<file path="config.mk">
export PLATFORM = sky130hd
export DESIGN_NAME = baud_rate_generator
export DESIGN_NICKNAME = d
export VERILOG_FILES = /design/src/rtl/baud_rate_generator.sv
export SDC_FILE = /design/constraint.sdc
export NUM_CORES = 1
export LEC_CHECK = 0
export BUFFER_PORTS_ARGS = -buffer_cell sky130_fd_sc_hd__clkbuf_2
export CAP_MARGIN = 10
export CELL_PAD_IN_SITES_DETAIL_PLACEMENT = 2
export CELL_PAD_IN_SITES_GLOBAL_PLACEMENT = 2
export CORE_UTILIZATION = 40
export DETAILED_ROUTE_END_ITERATION = 10
export PLACE_DENSITY_LB_ADDON = 0.1
export SYNTH_ARGS = -nofsm -noshare
export SYNTH_HDL_FRONTEND = slang
export SYNTH_SLANG_ARGS = --single-unit
export TNS_END_PERCENT = 5
</file>
<file path="constraint.sdc">
create_clock -name clk -period 7.5 [get_ports clk]
set_input_delay 1.5 -clock clk [delete_from_list [all_inputs] [get_ports clk]]
set_output_delay 1.5 -clock clk [all_outputs]
set_load 0.02 [all_outputs]
</file>
<file path="src/rtl/baud_rate_generator.sv">
// baud_rate_generator: phase-accumulator UART oversample/bit strobe generator; define BAUDGEN_CUSTOM_INC_EN for a runtime-programmable increment
module baud_rate_generator #(
    parameter int CLK_FREQ   = 50_000_000,
    parameter int OVERSAMPLE = 16,
    parameter int ACC_W      = 24
) (
    input  logic                          clk,
    input  logic                          reset,
    input  logic                          enable,
    input  logic [2:0]                    baud_select,
    input  logic                          custom_sel,
    input  logic [ACC_W-1:0]              custom_inc,
    output logic                          sample_ENABLE,
    output logic                          bit_ENABLE,
    output logic [$clog2(OVERSAMPLE)-1:0] sample_idx
);
    localparam int IDX_W = $clog2(OVERSAMPLE);
    localparam logic [IDX_W-1:0] LAST_IDX = IDX_W'(OVERSAMPLE - 1);

    function automatic logic [63:0] table_inc(input int k);
        logic [63:0] baud;
        baud = k == 0 ? 64'd300 :
               k == 1 ? 64'd1200 :
               k == 2 ? 64'd4800 :
               k == 3 ? 64'd9600 :
               k == 4 ? 64'd19200 :
               k == 5 ? 64'd38400 :
               k == 6 ? 64'd57600 : 64'd115200;
        return (((baud * 64'(OVERSAMPLE)) << ACC_W) + 64'(CLK_FREQ / 2)) / 64'(CLK_FREQ);
    endfunction

    if (OVERSAMPLE < 2 || OVERSAMPLE > 64 || (OVERSAMPLE & (OVERSAMPLE - 1)) != 0) begin : g_bad_os
        $error("baud_rate_generator: OVERSAMPLE %0d must be a power of two in 2..64", OVERSAMPLE);
    end
    if (ACC_W < 16 || ACC_W > 32) begin : g_bad_acc
        $error("baud_rate_generator: ACC_W %0d must be in 16..32", ACC_W);
    end

    logic [ACC_W-1:0] inc_tab [8];
    for (genvar k = 0; k < 8; k++) begin : g_tab
        localparam logic [63:0] INC = table_inc(k);
        if (INC == 64'd0 || INC >= (64'd1 << ACC_W)) begin : g_bad_inc
            $error("baud_rate_generator: increment %0d for rate code %0d does not fit ACC_W", INC, k);
        end
        assign inc_tab[k] = INC[ACC_W-1:0];
    end

    logic [ACC_W-1:0] sel_inc;
`ifdef BAUDGEN_CUSTOM_INC_EN
    // custom increment overrides the table; zero would stall the NCO so it runs at the slowest rate instead
    always_comb sel_inc = custom_sel ? (custom_inc == '0 ? ACC_W'(1) : custom_inc) : inc_tab[baud_select];
`else
    logic unused_custom;
    assign unused_custom = ^{custom_sel, custom_inc};
    // table rate only; custom pins are kept for pin compatibility
    always_comb sel_inc = inc_tab[baud_select];
`endif

    logic [ACC_W-1:0] acc;
    logic [ACC_W-1:0] active_inc;
    logic [ACC_W:0]   acc_sum;
    logic             carry;
    logic             bit_tick;

    // accumulator carry is the sample tick; the last sample of a bit is a bit boundary
    always_comb begin
        acc_sum  = {1'b0, acc} + {1'b0, active_inc};
        carry    = acc_sum[ACC_W];
        bit_tick = carry && (sample_idx == LAST_IDX);
    end

    // idle/reset clears phase and tracks the selection; running only adopts a new rate at a bit boundary
    always_ff @(posedge clk) begin
        if (reset || !enable) begin
            acc           <= '0;
            active_inc    <= sel_inc;
            sample_idx    <= '0;
            sample_ENABLE <= 1'b0;
            bit_ENABLE    <= 1'b0;
        end else begin
            acc           <= acc_sum[ACC_W-1:0];
            sample_ENABLE <= carry;
            bit_ENABLE    <= bit_tick;
            if (carry) sample_idx <= sample_idx + IDX_W'(1);
            if (bit_tick) active_inc <= sel_inc;
        end
    end
endmodule
</file>
# After elaboration in Yosys (flattened, before gate mapping)
# Memories as Yosys holds them, arrays and structs flattened.
# Cells that the tools add are included.
totals:
  mem_bits_rw: 0
  rom_bits: 192
  word_cells: 19
  latch_bits: 0
  ff_bits: 54
  n_memories: 1
  out_inout_bits: 6
mem_list:
  columns: ["name", "words", "word_bits", "rd", "rd_clocked_by_memory_dff", "write_ports", "line_no", "rtl"]
  rows:
  - ["(no name shown)", 8, 24, 1, 0, 0, "56", "always_comb sel_inc = inc_tab[baud_select];"]
classes:
  reduce_logical: 4
  n_mul: 0
  div: 0
  bitwise_logic: 1
  order_cmp: 1
  n_addsub: 2
  shift: 0
  n_mux: 4
  eq_ne: 1
ops:
  columns: ["operator", "n"]
  rows:
  - ["2-to-1 mux 24 bit", 4]
  - ["adder 24 x 24 -> 25 bit", 1]
  - ["adder 4 x 1 -> 4 bit, second input constant", 1]
  - ["equality test 4 bit, second input constant", 1]
  - ["greater-or-equal comparator 4 bit, second input constant", 1]
  - ["NOT 3 -> 4 bit", 1]
  - ["nonzero test 2 bit", 1]
  - ["logical AND 1 bit", 1]
  - ["logical NOT 1 bit", 1]
  - ["logical OR 1 bit", 1]

# Longest topological paths before layout
# Gate-level depths: netlist of the first run.
logic_depth:
  ltp_word: 6
  ltp_mapped: 8
  depth_no_buf: 8

# Worst setup path before layout of the first run
# OpenSTA, ideal clock, no wires.
synth_timing:
  path_type: "input-to-reg"
  start: "in enable"
  end: "reg active_inc[0], enable pin"
  required_time_ns: 7.083
  arrival_time_ns: 2.755
  path_slack_ns: 4.328
  n_path_buf: 2
  path_stages: 4
  setup_ns: 0.417
  cell_sequence: "nor2b_1 clkbuf_1 clkbuf_1 o21ai_1"
synth_via:
  elab_chain_cells: 3
synth_rtl:
  columns: ["element", "line_no", "rtl"]
  rows:
  - ["start, declared", "9", "input logic enable,"]
  - ["logical NOT 1 bit", "74", "if (reset || !enable) begin"]
  - ["logical OR 1 bit", "74", null]
  - ["nonzero test 2 bit (no line)", null, null]
  - ["end signal, assigned", "76", "active_inc <= sel_inc;"]
  - ["end signal, assigned", "85", "if (bit_tick) active_inc <= sel_inc;"]
  - ["end, declared", "60", "logic [ACC_W-1:0] active_inc;"]
# Every way passes these cells.
# A chain may end at the register's enable or synchronous reset.

# Worst setup path in the final report of the first run
layout_timing:
  start: "reg active_inc[13]"
  end: "reg active_inc[4], enable pin"
layout_via:
  elab_chain_cells: 3
layout_rtl:
  columns: ["element", "line_no", "rtl"]
  rows:
  - ["adder 24 x 24 -> 25 bit", "67", "acc_sum = {1'b0, acc} + {1'b0, active_inc};"]
  - ["logical AND 1 bit", "69", "bit_tick = carry && (sample_idx == LAST_IDX);"]
  - ["nonzero test 2 bit (no line)", null, null]
# Every way passes these cells.

==> impl_metrics.py, run 1 <==
metrics = {
    "yosys": {
        "synth_cells": 301,
        "async_flop_share": 0,
        "synth_edf_count": 20,
        "synth_seq_cells": 50,
        "yosysTopAreaCell": "dfxtp_1",
        "synth.most_common_cell": "dfxtp_1",
        "netlist_area_um2": 3000,
        "yosys-top-cells-area": "dfxtp_1 (20%), edfxtp_1 (20%), ha_1 (12%)",
        "yosysSeqAreaShare": 0.400,
        "ys_types": 56,
        "yosys_warnings": 0,
        "syn_area_per_cell_um2": 9.97,
        "synthTopCellsByCount": "dfxtp_1 (30), ha_1 (29), nand2_1 (25)",
        "yosysTopAreaCellShare": 0.200,
        "synth_ff_type": "dfxtp_1",
        "synth_nets": 362,
    },
    "final_layout": {
        "utilization": 0.446,
        "drive_above_1_share": 0.138,
        "syn_to_final_growth_pct": 7.80,
        "nNetsFinal": 372,
        "antenna_cells": 0,
    },
    "sta": {
        "fmax_mhz": 318,
        "min_period_ns": 3.14,
        "slew_headroom": 0.270,
        "worst_pin_slew_ns": 1.10,
        "final.setup.tns_ns": 0,
        "fin_skew_ns": 0.00782,
        "rsz0062_at_grt": "no",
        "setup_viol": 0,
        "fin_ws_ns": 4.36,
        "final.period_utilization": 0.419,
        "hold-worst-slack_ns": 0.493,
        "finalHoldViolations": 0,
        "slew_violations": 0,
    },
    "floorplan": {
        "die_w_um": 88.6,
        "io_pins": 37,
        "core_area_um2": 7250,
        "dieArea_um2": 7850,
        "rows": 31,
        "start_util": 0.414,
        "fp.dieH_um": 88.6,
    },
    "critical_path": {
        "critPathLaunchType": "register",
        "worst-path-buf-inv": 0,
        "regToRegSetupSlack_ns": 4.36,
        "r2r_start": "active_inc[13]",
        "critPathKind": "reg2reg",
        "r2r_cells": 7,
        "r2r_end": "active_inc[4]",
        "cp_slowest_cell": "o21ai_2",
        "crit_family": "compound AO/OA/AOI/OAI gates",
        "worstPathCellList": "ha_1 -> a21oi_1 -> o21ai_0 -> a221o_1 -> and2_4 -> nor2_2 -> o21ai_2",
        "arrival_ns": 3.07,
        "crit_fanout": 20,
        "cp.required_ns": 7.43,
        "cpPeakStageDelay_ns": 0.85,
        "critPathCaptureType": "register",
    },
    "power_and_ir_drop": {
        "p_leak_nw": 1.45,
        "p_per_area_nw_per_um2": 198,
        "irDropWorstVdd_uv": 88.7,
    },
    "place": {
        "dp_slack_ns": 4.35,
        "portBuffers": 11,
        "gp_congestion": 0.713,
        "dp_hpwl_um": 5580,
    },
    "routing": {
        "wire_per_inst_um": 17.9,
        "routed_wirelength_um": 7350,
        "drtAntennaViolNets": 0,
        "firstDrtPassIters": 4,
        "drc": 0,
        "vias_per_cell": 5.49,
        "drt_iter0_drc": 50,
        "vias": 2257,
    },
    "job": {
        "cap_violations": 0,
    },
    "global_routing": {
        "grtUsageTotal": 0.203,
        "grt_pass1_wl_um": 11800,
        "grt_antenna_before_repair": 0,
        "grt-ovfl-total": 0,
        "first_global_vias": 2318,
        "grt_start_max_net_pins": 24,
    },
    "cts": {
        "path_clk_slew_ns": 0.10,
        "cts_num_sinks": 50,
        "cts_hold_buf": 0,
        "htreeDepth": 2,
        "clk_latency_ns": 0.30,
        "cts_buffers": 5,
        "cts.path.max_buffers": 2,
        "root_buffer": "clkbuf_8",
        "ctsResizeCount": 0,
        "postCtsSetupBuffers": 0,
        "cts_tree": "done",
    },
    "worst_hold_path": {
        "worstHoldPathCells": 2,
        "holdPathEnd": "acc[22]",
        "worstHoldStart": "acc[22]",
        "hold_path.class": "reg2reg",
    },
    "outcome": {
        "status": "complete, no violations",
    },
}
-- how the worst max path moves through the flow --
stage	startpoint	endpoint	slack [ns]	cells after the start
after detailed placement	active_inc[13]	active_inc[17]	4.35	7
after floorplan	enable	active_inc[0]	4.33	4
after global routing	active_inc[13]	active_inc[4]	4.12	7
after CTS	active_inc[0]	active_inc[12]	4.32	8
after global placement	active_inc[13]	active_inc[16]	4.41	7
final	active_inc[13]	active_inc[4]	4.36	7
-- routing by layer --
layer	track usage	wire length, µm
met4	0.0440	42
met2	0.350	3640
met3	0.0308	109
met1	0.269	3570
met5	0	0
-- stage by stage --
stage                     instance area (µm²)  instances  power (mW)
after floorplan                          3000        301       0.445
after global placement                   3150        403       0.478
after detailed placement                 3150        403       0.488
after CTS                                3230        411       0.648
after global routing                     3230        411       0.676
final                                    3230        411       0.640
-- placed cells by master, fill, tap and decap left out, drive strengths merged, types with 2 or more instances in the layout --
cell	netlist	final
a31oi	3	3
a221o	3	3
nand3	8	8
clkinv	0	2
edfxtp	20	20
xnor2	5	5
o2111ai	2	2
mux2i	10	10
a21oi	15	15
nand2	26	26
nand2b	11	11
o21ai	24	24
nor3	12	12
o21bai	4	4
xor2	4	4
nor2	23	23
and3	5	5
and2	7	7
a221oi	2	2
nand4	2	2
inv	9	9
ha	29	29
nor3b	3	3
a21o	11	11
a21boi	2	2
o211a	2	2
o21a	3	3
clkbuf	8	16
a211oi	4	4
dfxtp	30	30
-- kinds of logic (layout without fill, tap and decap cells) --
group	count (synthesis)	after routing	share of synthesized area
flops	50	50	0.400
simple gates	100	100	0.180
fa+ha+maj	30	30	0.128
xor+xnor	9	9	0.0263
buf+inv	18	29	0.0250
mux	11	11	0.0371
compound gates	83	83	0.204
-- flip-flops by register name (all words and copies together), names as in the netlist --
register       flops
sample_ENABLE      1
sample_idx         4
acc               24
active_inc        20
bit_ENABLE         1
-- cell type report --
cell class	count	area, µm²
Clock buffer	5	68.8
Clock inverter	3	16.3
Fill cell	805	4020
Inverter	9	33.8
Multi-Input combinational cell	233	1730
Sequential cell	50	1200
Tap cell	99	124
Timing Repair Buffer	12	62.6
-- tightest hold or removal path: stages, from the launching register on --
cell and delay, ns:
dfxtp_1 0.33, nand2_1 0.06, mux2i_1 0.06
-- report_power, final --
group,switching [mW],total [mW],internal (mW)
Clock,0.0942,0.158,0.0642
Combinational,0.105,0.169,0.0639
Sequential,0.00792,0.312,0.304
Total,0.207,0.640,0.433
(Power assumes the default switching activity.)
==> inputs of run 2 (changes only) <==
- CORE_UTILIZATION: 40 -> 33
- clock period: 7.5 -> 2.8 ns (I/O delays scaled with it)
==> run 2 against run 1 <==
  * Setup slack lost 4.2 ns
  * First-iteration DRC count down 26%
  * Non-clock buffer count increased by 6
  * Cell count is 3.6% higher
  * Sequential share of layout area down 0.81 points
  * Via count up 0.13%
  * Worst hold slack better by 0.0013 ns
  * Global-route usage fell by 3.8 points
  * Design area increased by 2.2%
  * Total power rose to 2.7 times the previous value
  * Largest power group unchanged
==> impl_metrics.py, run 2 (synthesized netlist as in run 1, its figures left out) <==
metrics = {
    "cts": {
        "ctsResizeCount": 0,
        "cts_buffers": 5,
        "cts_num_sinks": 50,
        "clk_latency_ns": 0.31,
        "cts_tree": "done",
        "cts_hold_buf": 0,
        "postCtsSetupBuffers": 0,
        "root_buffer": "clkbuf_8",
        "htreeDepth": 2,
        "path_clk_slew_ns": 0.10,
        "cts.path.max_buffers": 2,
    },
    "routing": {
        "firstDrtPassIters": 4,
        "wire_per_inst_um": 16.9,
        "drtAntennaViolNets": 0,
        "drc": 0,
        "vias": 2260,
        "drt_iter0_drc": 37,
        "vias_per_cell": 5.31,
        "routed_wirelength_um": 7210,
    },
    "global_routing": {
        "grt_pass1_wl_um": 12300,
        "grt_antenna_before_repair": 0,
        "grt-ovfl-total": 0,
        "first_global_vias": 2422,
        "grt_start_max_net_pins": 24,
        "grtUsageTotal": 0.165,
    },
    "power_and_ir_drop": {
        "p_per_area_nw_per_um2": 525,
        "p_total_mw": 1.73,
        "p_leak_nw": 1.48,
        "irDropWorstVdd_uv": 164,
    },
    "sta": {
        "slew_violations": 0,
        "setup_viol": 0,
        "min_period_ns": 2.64,
        "rsz0062_at_grt": "no",
        "fmax_mhz": 379,
        "fin_skew_ns": 0.00406,
        "slew_headroom": 0.700,
        "finalHoldViolations": 0,
        "worst_pin_slew_ns": 0.450,
        "fin_ws_ns": 0.162,
        "final.setup.tns_ns": 0,
        "final.period_utilization": 0.942,
    },
    "final_layout": {
        "final_cell_mix": "dfxtp_1 (30), ha_1 (29), nand2_1 (25)",
        "drive_above_1_share": 0.157,
        "largestRegisters": "acc x24, active_inc x20, sample_idx x4",
        "nNetsFinal": 378,
        "final_cell_area_um2": 3310,
        "layout_commonest_cell": "dfxtp_1",
        "regArea_um2": 1200,
        "multi_input_area_um2": 1730,
        "syn_to_final_growth_pct": 10.2,
        "fillCellCount": 981,
        "largest_register": "acc",
        "largest_reg_flops": 24,
        "antenna_cells": 0,
    },
    "critical_path": {
        "r2r_cells": 9,
        "cpPeakStageDelay_ns": 0.43,
        "worstPathCellList": "ha_1 -> fa_1 -> a211oi_2 -> o21ba_2 -> nor3_4 -> o2111a_2 -> nor2_2 -> o21ai_2 -> buf_12",
        "critPathCaptureType": "register",
        "regToRegSetupSlack_ns": 0.16,
        "arrival_ns": 2.71,
        "critPathKind": "reg2reg",
        "r2r_end": "active_inc[12]",
        "cp.required_ns": 2.87,
        "worst-path-buf-inv": 1,
        "crit_fanout": 20,
        "critPathLaunchType": "register",
        "r2r_start": "active_inc[0]",
        "cp_slowest_cell": "fa_1",
        "crit_family": "compound AO/OA/AOI/OAI gates",
    },
    "floorplan": {
        "start_util": 0.342,
        "core_area_um2": 8760,
        "die_w_um": 97.4,
        "fp.dieH_um": 97.4,
        "rows": 34,
        "dieArea_um2": 9480,
        "io_pins": 37,
    },
    "worst_hold_path": {
        "worstHoldPathCells": 2,
        "worstHoldStart": "acc[22]",
        "hold_path.class": "reg2reg",
        "holdPathEnd": "acc[22]",
    },
    "place": {
        "dp_slack_ns": 0.127,
        "gp_congestion": 0.741,
        "portBuffers": 11,
        "placed_cell_area_um2": 3220,
        "dp_hpwl_um": 5540,
    },
    "job": {
        "cap_violations": 0,
    },
    "outcome": {
        "status": "complete, no violations",
    },
}
[run 2: changes by cell type in the layout (fill, tap and decap cells not counted)]
cell / previous run / this run
buf_12: 0 / 1
clkinv_2: 1 / 0
inv_6: 0 / 1
o21ba_2: 0 / 1
buf_4: 1 / 6
o21ba_1: 1 / 0
[run 2: layout make-up]
class / count / share of cell area
Clock buffer: 5 / 0.0208
Clock inverter: 3 / 0.00605
Inverter: 9 / 0.0102
Multi-Input combinational cell: 233 / 0.523
Sequential cell: 50 / 0.363
Tap cell: 108 / 0.0409
Timing Repair Buffer: 18 / 0.0363
[run 2: how the worst max path moves through the flow]
stage	startpoint	to	slack, ns	cells past startpoint
3_5_place_dp	active_inc[0]	active_inc[2]	0.13	9
5_1_grt	active_inc[0]	active_inc[15]	0.01	9
3_3_place_gp	active_inc[0]	active_inc[17]	0.13	9
2_1_floorplan	active_inc[0]	active_inc[0]	0.18	8
6_report	active_inc[0]	active_inc[12]	0.16	9
4_1_cts	active_inc[0]	active_inc[1]	0.07	9
[run 2: stage by stage]
step	utilization	hold WS, ns	std cells
finish	0.377	0.494	426
global route	0.377	0.535	426
CTS	0.377	0.499	426
detailed placement	0.367	0.482	418
global placement	0.367	0.459	418
floorplan	-	0.441	301
[run 2: power by group]
part           internal (mW)  switching (mW)
logic                  0.183           0.273
registers              0.815          0.0236
clock network          0.177           0.263
total                   1.18           0.559
[run 2: tightest hold or removal path, cell delays in order (launching register included)]
cell and delay, ns:
dfxtp_1 0.34, nand2_1 0.06, mux2i_1 0.06
[run 2: per-layer routing]
metal | GRT usage | wire (µm)
met1 | 0.228 | 3780
met2 | 0.268 | 3230
met3 | 0.0237 | 120
met4 | 0.0475 | 81
met5 | 0 | 0
==> inputs of run 3 (changes only) <==
- BUFFER_PORTS_ARGS: -buffer_cell sky130_fd_sc_hd__clkbuf_2 -> not set
- CORE_UTILIZATION: 33 -> 36
- DONT_BUFFER_PORTS: not set -> 1
==> run 3 against run 2 <==
  * Critical path depth stayed put
  * Via count shrank 1.2%
  * Sequential share of layout area rose by 0.30 points
  * Critical path type unchanged
  * Critical endpoint is now active_inc[8]
  * Highest routed layer unchanged
==> impl_metrics.py, run 3 (synthesized netlist as in run 1, its figures left out) <==
metrics = {
    "sta": {
        "slew_violations": 0,
        "fin_ws_ns": 0.140,
        "final.setup.tns_ns": 0,
        "worst_pin_slew_ns": 0.841,
        "fmax_mhz": 376,
        "final.period_utilization": 0.950,
        "setup_viol": 0,
        "rsz0062_at_grt": "no",
        "fin_skew_ns": 0.0112,
        "min_period_ns": 2.66,
        "finalHoldViolations": 0,
        "slew_headroom": 0.438,
    },
    "place": {
        "portBuffers": 0,
        "placed_cell_area_um2": 3180,
        "gp_congestion": 0.751,
        "dp_slack_ns": 0.0955,
        "dp_hpwl_um": 5750,
    },
    "final_layout": {
        "final_cell_mix": "dfxtp_1 (30), ha_1 (29), nand2_1 (25)",
        "regArea_um2": 1200,
        "fillCellCount": 838,
        "largest_reg_flops": 24,
        "syn_to_final_growth_pct": 9.30,
        "final_cell_area_um2": 3280,
        "multi_input_area_um2": 1730,
        "largest_register": "acc",
        "antenna_cells": 0,
        "drive_above_1_share": 0.139,
        "layout_commonest_cell": "dfxtp_1",
        "largestRegisters": "acc x24, active_inc x20, sample_idx x4",
        "nNetsFinal": 370,
    },
    "floorplan": {
        "die_w_um": 93.3,
        "rows": 32,
        "io_pins": 37,
        "core_area_um2": 7890,
        "fp.dieH_um": 93.3,
        "dieArea_um2": 8700,
        "start_util": 0.380,
    },
    "global_routing": {
        "grt_start_max_net_pins": 21,
        "grt_antenna_before_repair": 0,
        "grt-ovfl-total": 0,
        "grt_pass1_wl_um": 12500,
        "grtUsageTotal": 0.187,
        "first_global_vias": 2471,
    },
    "cts": {
        "cts_buffers": 5,
        "cts_num_sinks": 50,
        "cts.path.max_buffers": 2,
        "clk_latency_ns": 0.31,
        "cts_tree": "done",
        "cts_hold_buf": 0,
        "root_buffer": "clkbuf_8",
        "path_clk_slew_ns": 0.10,
        "htreeDepth": 2,
    },
    "critical_path": {
        "crit_fanout": 20,
        "worstPathCellList": "ha_1 -> fa_1 -> a211oi_2 -> o21ba_4 -> nor3_4 -> o2111a_2 -> nor2_2 -> o21ai_2 -> buf_12",
        "critPathKind": "reg2reg",
        "cp_slowest_cell": "fa_1",
        "cp.required_ns": 2.86,
        "critPathLaunchType": "register",
        "worst-path-buf-inv": 1,
        "cpPeakStageDelay_ns": 0.43,
        "arrival_ns": 2.72,
        "critPathCaptureType": "register",
        "crit_family": "compound AO/OA/AOI/OAI gates",
    },
    "routing": {
        "vias_per_cell": 5.42,
        "firstDrtPassIters": 4,
        "drt_iter0_drc": 53,
        "drc": 0,
        "wire_per_inst_um": 17.8,
        "routed_wirelength_um": 7350,
        "drtAntennaViolNets": 0,
        "vias": 2232,
    },
    "outcome": {
        "status": "complete, no violations",
    },
    "power_and_ir_drop": {
        "p_leak_nw": 1.46,
        "irDropWorstVdd_uv": 234,
        "p_per_area_nw_per_um2": 535,
    },
    "job": {
        "cap_violations": 0,
    },
    "worst_hold_path": {
        "hold_path.class": "in2reg",
    },
}
-- run 3: path summary, 6_finish.rpt --
check	startpoint	to	slack, ns	cells past startpoint
min reg2reg	acc[22]	acc[22]	0.49	2
max	active_inc[0]	active_inc[8]	0.14	9
max reg2reg	active_inc[0]	active_inc[8]	0.14	9
min	baud_select[1]	active_inc[17]	0.43	1
-- run 3: through the flow --
step / power (mW) / hold slack, ns / instances / utilization
floorplan: 1.19 / 0.441 / 301 / -
CTS: 1.77 / 0.427 / 412 / 0.415
global route: 1.86 / 0.421 / 412 / 0.416
detailed placement: 1.32 / 0.478 / 404 / 0.403
finish: 1.75 / 0.431 / 412 / 0.416
global placement: 1.30 / 0.456 / 404 / 0.403
-- run 3: worst reg2reg max path, cell delays in order, from the launching register on --
cell      delay (ns)
edfxtp_1        0.39
ha_1            0.25
fa_1            0.43
a211oi_2        0.28
o21ba_4         0.22
nor3_4          0.06
o2111a_2        0.32
nor2_2          0.16
o21ai_2         0.10
buf_12          0.21
-- run 3: metal layers --
| layer | up-vias | track usage | share of wire |
|---|---|---|---|
| met2 | 15 | 0.316 | 0.46 |
| met1 | 1102 | 0.249 | 0.51 |
| met3 | 4 | 0.0358 | 0.021 |
| met4 | 0 | 0.0346 | 0.0063 |
| met5 | - | 0 | 0 |
| li1 | 1111 | - | - |
-- run 3: layout make-up --
type                       count  area share
sequential                    50       0.366
inverter                       9      0.0103
timing repair buffer          10      0.0267
clock buffer                   6      0.0252
multi-input combinational    233       0.529
tap                          102      0.0389
clock inverter                 2     0.00382
-- run 3: what timing repair did --
action / 4_1_cts / 5_1_grt
gates resized for setup: 0 / 2
setup endpoints to repair: 0 / 20
buffers inserted: 0 / 0
-- run 3: where the power goes --
| part | internal [mW] | leakage [nW] | switching (mW) |
|---|---|---|---|
| sequential | 0.815 | 0.450 | 0.0243 |
| clock | 0.199 | 0.0472 | 0.254 |
| combinational | 0.188 | 0.959 | 0.273 |
| total | 1.20 | 1.46 | 0.551 |
